--- src/rtl/tick_bcd_counter_pkg.sv ---
// Shared constants for the tick counter and its seven-segment display path.
// Segment codes are active-low, ordered {g,f,e,d,c,b,a}.
package tick_bcd_counter_pkg;

    localparam logic [6:0] SEG_0     = 7'h40;
    localparam logic [6:0] SEG_1     = 7'h79;
    localparam logic [6:0] SEG_2     = 7'h24;
    localparam logic [6:0] SEG_3     = 7'h30;
    localparam logic [6:0] SEG_4     = 7'h19;
    localparam logic [6:0] SEG_5     = 7'h12;
    localparam logic [6:0] SEG_6     = 7'h02;
    localparam logic [6:0] SEG_7     = 7'h78;
    localparam logic [6:0] SEG_8     = 7'h00;
    localparam logic [6:0] SEG_9     = 7'h10;
    localparam logic [6:0] SEG_BLANK = 7'h7F;

    // Digit enables are active-low: [0]=units, [1]=tens.
    localparam logic [1:0] DIG_UNITS = 2'b10;
    localparam logic [1:0] DIG_TENS  = 2'b01;
    localparam logic [1:0] DIG_OFF   = 2'b11;

    typedef enum logic {
        IDX_UNITS = 1'b0,
        IDX_TENS  = 1'b1
    } dig_idx_e;

endpackage

--- src/rtl/seg7_decode.sv ---
// Combinational BCD to active-low seven-segment decoder.
// Codes above 9 decode to blank.
module seg7_decode
    import tick_bcd_counter_pkg::*;
(
    input  logic [3:0] bcd,
    output logic [6:0] seg_n
);

    always_comb begin
        seg_n = SEG_BLANK;
        case (bcd)
            4'd0:    seg_n = SEG_0;
            4'd1:    seg_n = SEG_1;
            4'd2:    seg_n = SEG_2;
            4'd3:    seg_n = SEG_3;
            4'd4:    seg_n = SEG_4;
            4'd5:    seg_n = SEG_5;
            4'd6:    seg_n = SEG_6;
            4'd7:    seg_n = SEG_7;
            4'd8:    seg_n = SEG_8;
            4'd9:    seg_n = SEG_9;
            default: seg_n = SEG_BLANK;
        endcase
    end

endmodule

--- src/rtl/tick_bcd_counter.sv ---
// Two-digit BCD up/down counter advanced by rising edges of an asynchronous
// tick input, driving a multiplexed two-digit common-anode display.
module tick_bcd_counter
    import tick_bcd_counter_pkg::*;
#(
    parameter int unsigned MAX      = 59,
    parameter int unsigned SCAN_DIV = 50_000
) (
    input  logic       clk,
    input  logic       rst,
    input  logic       tick_in,
    input  logic       run,
    input  logic       up_dn,
    input  logic       clr,
    output logic [3:0] tens,
    output logic [3:0] units,
    output logic       wrap,
    output logic [6:0] seg,
    output logic [1:0] dig_sel
);

    localparam logic [3:0]         MAX_T     = 4'(MAX / 10);
    localparam logic [3:0]         MAX_U     = 4'(MAX % 10);
    localparam int unsigned        SCAN_W    = (SCAN_DIV > 1) ? $clog2(SCAN_DIV) : 1;
    localparam logic [SCAN_W-1:0]  SCAN_LAST = SCAN_W'(SCAN_DIV - 1);

    logic              s1_q, s1_d, s2_q, s2_d, s3_q, s3_d;
    logic              tick_p;
    logic [3:0]        tens_q, tens_d, units_q, units_d;
    logic              wrap_q, wrap_d;
    logic [SCAN_W-1:0] scan_cnt_q, scan_cnt_d;
    dig_idx_e          dig_idx_q, dig_idx_d;
    logic [6:0]        seg_q, seg_d;
    logic [1:0]        dig_sel_q, dig_sel_d;
    logic [3:0]        cur_digit;
    logic [6:0]        cur_seg;

    assign tick_p    = s2_q & ~s3_q;
    assign cur_digit = (dig_idx_q == IDX_TENS) ? tens_q : units_q;

    seg7_decode u_dec (
        .bcd   (cur_digit),
        .seg_n (cur_seg)
    );

    always_comb begin
        s1_d       = tick_in;
        s2_d       = s1_q;
        s3_d       = s2_q;
        tens_d     = tens_q;
        units_d    = units_q;
        wrap_d     = 1'b0;
        scan_cnt_d = scan_cnt_q + 1'b1;
        dig_idx_d  = dig_idx_q;

        if (clr) begin
            tens_d  = '0;
            units_d = '0;
        end else if (tick_p && run) begin
            if (up_dn) begin
                if (tens_q == MAX_T && units_q == MAX_U) begin
                    tens_d  = '0;
                    units_d = '0;
                    wrap_d  = 1'b1;
                end else if (units_q == 4'd9) begin
                    units_d = '0;
                    tens_d  = tens_q + 4'd1;
                end else begin
                    units_d = units_q + 4'd1;
                end
            end else begin
                if (tens_q == 4'd0 && units_q == 4'd0) begin
                    tens_d  = MAX_T;
                    units_d = MAX_U;
                    wrap_d  = 1'b1;
                end else if (units_q == 4'd0) begin
                    units_d = 4'd9;
                    tens_d  = tens_q - 4'd1;
                end else begin
                    units_d = units_q - 4'd1;
                end
            end
        end

        if (scan_cnt_q == SCAN_LAST) begin
            scan_cnt_d = '0;
            dig_idx_d  = (dig_idx_q == IDX_UNITS) ? IDX_TENS : IDX_UNITS;
        end

        // Display registers follow the current index/count, one cycle behind.
        seg_d     = cur_seg;
        dig_sel_d = (dig_idx_q == IDX_TENS) ? DIG_TENS : DIG_UNITS;
    end

    always_ff @(posedge clk or posedge rst) begin
        if (rst) begin
            s1_q       <= 1'b0;
            s2_q       <= 1'b0;
            s3_q       <= 1'b0;
            tens_q     <= '0;
            units_q    <= '0;
            wrap_q     <= 1'b0;
            scan_cnt_q <= '0;
            dig_idx_q  <= IDX_UNITS;
            seg_q      <= SEG_BLANK;
            dig_sel_q  <= DIG_OFF;
        end else begin
            s1_q       <= s1_d;
            s2_q       <= s2_d;
            s3_q       <= s3_d;
            tens_q     <= tens_d;
            units_q    <= units_d;
            wrap_q     <= wrap_d;
            scan_cnt_q <= scan_cnt_d;
            dig_idx_q  <= dig_idx_d;
            seg_q      <= seg_d;
            dig_sel_q  <= dig_sel_d;
        end
    end

    assign tens    = tens_q;
    assign units   = units_q;
    assign wrap    = wrap_q;
    assign seg     = seg_q;
    assign dig_sel = dig_sel_q;

endmodule

--- config.mk ---
export PLATFORM = sky130hd
export DESIGN_NAME = tick_bcd_counter
export DESIGN_NICKNAME = d
export VERILOG_FILES = /design/src/rtl/tick_bcd_counter_pkg.sv /design/src/rtl/seg7_decode.sv /design/src/rtl/tick_bcd_counter.sv
export SDC_FILE = /design/constraint.sdc
export NUM_CORES = 1
export LEC_CHECK = 0
export CAP_MARGIN = 30
export CORE_ASPECT_RATIO = 0.7
export CORE_MARGIN = 2
export CORE_UTILIZATION = 55
export CTS_BUF_LIST = sky130_fd_sc_hd__clkbuf_4
export DETAILED_ROUTE_END_ITERATION = 8
export PLACE_DENSITY = 0.79
export SYNTH_ARGS = -nofsm -noshare
export SYNTH_HDL_FRONTEND = slang
export SYNTH_SLANG_ARGS = --single-unit
--- constraint.sdc ---
create_clock -name clk -period 2.5 [get_ports clk]
set_input_delay 0.625 -clock clk [delete_from_list [all_inputs] [get_ports clk]]
set_output_delay 0.625 -clock clk [all_outputs]
set_load 0.005 [all_outputs]
Word-level counts from Yosys, hierarchy flattened
Memory sizes are Yosys's and may differ from the RTL's. A register that Yosys moved wholly into a read port is not among the register bits.
Cells that the tools add are included.
- memories: 1
- output and inout bits: 18
- logic and storage cells: 52
- memory bits (read-only): 112
- flip-flop bits (word level): 31
- input bits: 6
- memories (memory ; words ; bits a word ; rd ports ; clocked after Yosys merged registers in ; write ports ; line ; source):
    (name not given) ; 16 ; 7 ; 1 ; 1 ; 0 ; seg7_decode.sv:12 ; case (bcd)
- bitwise gates (word level): 2
- add/sub/neg operators: 5
- muxes and demuxes: 23
- reductions and logical operators: 8
- eq/ne operators: 4
- operator list (operator ; number):
    $mux W4 ; 15
    $add A16 B1 Y16 const B ; 1
    $eq A16 B16 Y1 const B ; 1
    $mux W16 ; 1
    $add A4 B1 Y4 const B ; 2
    $logic_not A4 Y1 ; 2
    $sub A4 B1 Y4 const B ; 2
    $mux W1 ; 6
    $eq A4 B3 Y1 const B ; 1
    $eq A4 B4 Y1 const B ; 1
    $ne A4 B1 Y1 const B ; 1
    $reduce_bool A4 Y1 ; 1
    $logic_and A1 B1 Y1 ; 3
    $reduce_and A3 Y1 ; 1
    $mux W2 ; 1
    $reduce_bool A2 Y1 ; 1
    $and A1 B1 Y1 ; 1
    $not A1 Y1 ; 1

Depth between registers and ports, before layout
- depth after elaboration: 6
- gate-level depth with buffers: 7
- depth with buffers taken out: 6

Hierarchy
From an unflattened synthesis, not the netlist that was laid out.
- cell total of the unflattened synthesis: 222
- area, all modules: 2138.3 um2
- modules (own cells, without submodules) (module ; area each (um2) ; seq. area each (um2) ; instances ; cells an instance):
    tick_bcd_counter ; 1928.1 ; 962.2 ; 1 ; 189
    seg7_decode ; 210.2 ; 0.0 ; 1 ; 33

Least setup slack after synthesis
No wires, ideal clock.
- kind: register to register
- start: register units_q[0] (netlist: units[0])
- end: register tens_q[2] (netlist: tens[2])
- arrival time: 1.946 ns
- period minus slack after synthesis: 2.066 ns
- path buffers: 0
- required time: 2.380 ns
- setup time: 0.120 ns
- path slack: 0.434 ns
- cell stages (with the launch flop): 7
- path through: dfrtp_1 -> inv_1 -> ha_1 -> or3b_4 -> a222oi_1 -> mux2i_1 -> nand2_1
- word-level cells in the longest chain between the ends: 6
- elaborated cells on any way between the ends: 12
- those cells by class: eq/ne: 2; mux: 5; reduce/logical: 5
- RTL lines (element ; line ; source):
    start: declaration ; tick_bcd_counter.sv:29 ; logic [3:0] tens_q, tens_d, units_q, units_d;
    start signal: assignment ; tick_bcd_counter.sv:112 ; units_q <= units_d;
    $eq A4 B4 Y1 / $logic_not A4 Y1 (equally long branches) ; - ;
    $logic_and A1 B1 Y1, on equally long branches ; tick_bcd_counter.sv:61, tick_bcd_counter.sv:72 ;
    $mux W4, on equally long branches ; tick_bcd_counter.sv:61, tick_bcd_counter.sv:72 ;
    $mux W4 ; tick_bcd_counter.sv:60 ; if (up_dn) begin
    $mux W4 ; tick_bcd_counter.sv:59 ; end else if (tick_p && run) begin
    $mux W4 ; tick_bcd_counter.sv:56 ; if (clr) begin
    end signal: assignment ; tick_bcd_counter.sv:111 ; tens_q <= tens_d;
    end: declaration ; tick_bcd_counter.sv:29 ;
Parallel ways exist; a longest one is shown, timed or not. The select of a mux whose other input is x is not followed.
A chain may end at the register's enable or synchronous reset.

Worst setup path in the final report
- start: register units_q[2] (netlist: units[2])
- end: output port units[2]
- RTL lines (element ; line ; source):
    end: declaration ; tick_bcd_counter.sv:16 ; output logic [3:0] units,
No word-level cell between the ends.

==> flow_metrics.py <==
metrics = {
    "run_status": {
        "status": "finished, final reports clean",
    },
    "global_route": {
        "grt_max_degree": 39,
        "antenna_found_initial": 0,
        "grt_pass1_vias": 1527,
        "grt_overflow": 0,
        "grt_pass1_wl_mm": 7.33,
        "grt_usage_pct": 21.8,
    },
    "timing": {
        "fin_skew_ps": 14.5,
        "tns_ps": 0,
        "worst_slack_ps": 418,
        "fmaxAchievable_mhz": 480,
        "finalCritPeriodShare_pct": 83.3,
        "hold_viol_final": 0,
        "setup_viol": 0,
        "min_period_ps": 2080,
        "worst-slew-pin-transition_ps": 660,
        "rsz0062_at_grt": "false",
        "relSlewSlack_pct": 54.7,
        "slew_violations": 0,
    },
    "cts": {
        "htreeDepth": 2,
        "cts_sinks": 38,
        "cts_resized": 0,
        "clkLatencyLatePin_ps": 340,
        "cts_setup_buffers": 0,
        "cts-root-buf": "clkbuf_4",
        "cts_buffer_depth": 2,
        "holdBufCountCts": 0,
        "path_clk_slew_ps": 120,
        "cts_tree": "built",
        "cts_buffers": 5,
    },
    "floorplanning": {
        "initial_core_util_pct": 58.1,
        "die_h_um": 55.3,
        "io_pins": 24,
        "design.core.area_mm2": 0.00356,
        "rows": 18,
        "dieArea_mm2": 0.00427,
        "die_w_um": 77.3,
    },
    "placed_design": {
        "dp.cells": 281,
        "place_ws_ps": 187,
        "dpl_cell_area_mm2": 0.00238,
        "gp_congestion": 0.908,
        "dp_hpwl_mm": 3.05,
        "port-buffer-count": 23,
    },
    "layout": {
        "final_nets": 257,
        "layout.cells.non_filler": 289,
        "drive_gt1_share_pct": 13.0,
        "n_antenna_cell": 0,
        "finish.instance_area_mm2": 0.00243,
        "area_delta_synth_final_pct": 17.7,
    },
    "logic_synthesis": {
        "synth-edff-count": 0,
        "syn_inst": 207,
        "yosysSeqAreaShare_pct": 46.5,
        "syn_area_mm2": 0.00207,
        "ys_warn_count": 0,
        "yosysUniqueCellTypes": 45,
        "yosys.area.top_type": "dfrtp_1",
        "postSynthAreaPerCell_um2": 9.99,
        "yosysTopAreaCellShare_pct": 35.1,
        "synth-seq-cells": 38,
        "synthTopCellsByArea": "dfrtp_1, dfstp_2, ha_1",
        "synth_nets": 226,
        "synthArstFlopShare_pct": 100,
        "synth_flop_cell": "dfrtp_1",
    },
    "detailed_routing": {
        "drc": 0,
        "wl_per_cell_um": 14.5,
        "wl_met3_um": 241,
        "met2_length_mm": 1.72,
        "vias_per_cell": 5.50,
        "routed_wl_mm": 4.19,
        "drt-met1-wl_mm": 2.18,
        "detail-route-antenna-nets": 0,
        "routed.top_layer": "met4",
        "drt_first_pass_iters": 4,
        "vias": 1590,
        "drtIter0Drc": 111,
    },
    "setup_path": {
        "cp.required_ps": 1880,
        "critPathMaxStageDelay_ps": 570,
        "cp_cell_sequence": "clkdlybuf4s50_1",
        "r2r_slack_ps": 550,
        "cp_data_arrival_time_ps": 1460,
        "cp_slowest_cell": "clkdlybuf4s50_1",
        "path_max_fanout": 11,
        "endpoint_kind": "primary output",
        "crit_family": "buffers and inverters",
        "crit_type": "reg -> out",
        "start_kind": "flop",
        "path_buf_inv": 1,
    },
    "power_and_ir_drop": {
        "comb_power_share_pct": 30.5,
        "pwr-share-seq_pct": 50.1,
        "switching_power_w": 0.000498,
        "p_per_area_mw_per_mm2": 648,
        "p_leak_nw": 1.06,
        "clkPwrFrac_pct": 19.3,
        "swShare_pct": 31.6,
        "p_int_w": 0.00108,
        "max-vdd-ir-drop_v": 0.000544,
    },
    "worst_hold_path": {
        "hold_path_class": "reg -> reg",
    },
    "job": {
        "drv_cap": 0,
    },
}
[power by group through the flow]
stage	clock network (W)	logic (W)	registers, W
after floorplan	0	0.000275	0.000781
after global placement	0	0.000471	0.000802
after detailed placement	0	0.000478	0.000800
after CTS	0.000314	0.000482	0.000791
after global routing	0.000355	0.000532	0.000803
final	0.000305	0.000481	0.000791
[metal layers]
layer,vias to the layer above,track usage (%)
li1,794,-
met1,731,33.5
met2,59,29.7
met3,6,6.70
met4,0,5.87
met5,-,0
[cell families (layout without fill, tap and decap cells)]
family	Yosys count	in the layout	share of synthesized area, %
AO/OA/AOI/OAI	34	34	11.2
flip-flops	38	38	46.5
adder cells (fa/ha/maj)	13	13	7.86
XOR/XNOR	16	16	6.78
multiplexers	8	8	3.99
AND/OR/NAND/NOR	80	80	20.0
buffers and inverters	18	50	3.63
[placed cells by master (no fill, tap or decap), types with 7 or more instances in the layout]
| cell | synthesis | final |
|---|---|---|
| dfrtp_1 | 29 | 29 |
| nor2_1 | 23 | 23 |
| clkdlybuf4s50_1 | 0 | 23 |
| nand2_1 | 18 | 18 |
| inv_1 | 13 | 13 |
| ha_1 | 13 | 13 |
| xnor2_1 | 12 | 12 |
| a21oi_1 | 12 | 12 |
| dfstp_2 | 9 | 9 |
| nand3_1 | 7 | 7 |
[cells in the mapped netlist (3+ instances only)]
master and n:
nand4_1 6, nand2_1 18, and4_1 3, xnor2_1 12
nor2_1 23, dfstp_2 9, nor3_1 5, clkbuf_1 4
nand3_1 7, o21ai_0 3, mux2i_1 6, dfrtp_1 29
inv_1 13, ha_1 13, nor2b_1 3, xor2_1 4
a21oi_1 12, nor4_1 3
[cell type report]
class,count,area (um^2)
clock inverters,3,16.3
well taps,50,62.6
flip-flops and latches,38,962
repair buffers,29,275
fillers,298,1120
multi-input cells,151,1030
inverters,13,48.8
clock buffers,5,37.5
[sequential cells by signal (all words and copies together) (netlist names)]
signal      cells
scan_cnt_q     16
s1_q            1
dig_sel         2
tens            4
units           4
s2_q            1
seg             7
wrap            1
dig_idx_q       1
s3_q            1
[worst paths after layout]
path	startpoint	to	cells past startpoint
worst max-delay path	units[2]	units[2]	1
worst min-delay path	s1_q	s2_q	0
worst max register to register	units[1]	tens[2]	7
worst min register to register	s1_q	s2_q	0
max in group asynchronous	rst	dig_sel[0]	3
min in group asynchronous	rst	scan_cnt_q[11]	3
[per-stage QoR]
stage | power [W] | hold slack, ps | utilization, %
detailed placement | 0.00128 | 339 | 66.9
CTS | 0.00159 | 383 | 68.4
floorplan | 0.00106 | 331 | -
global placement | 0.00127 | 334 | 66.9
global route | 0.00169 | 398 | 68.4
finish | 0.00158 | 378 | 68.4
Power figures use the tool's default switching activity.
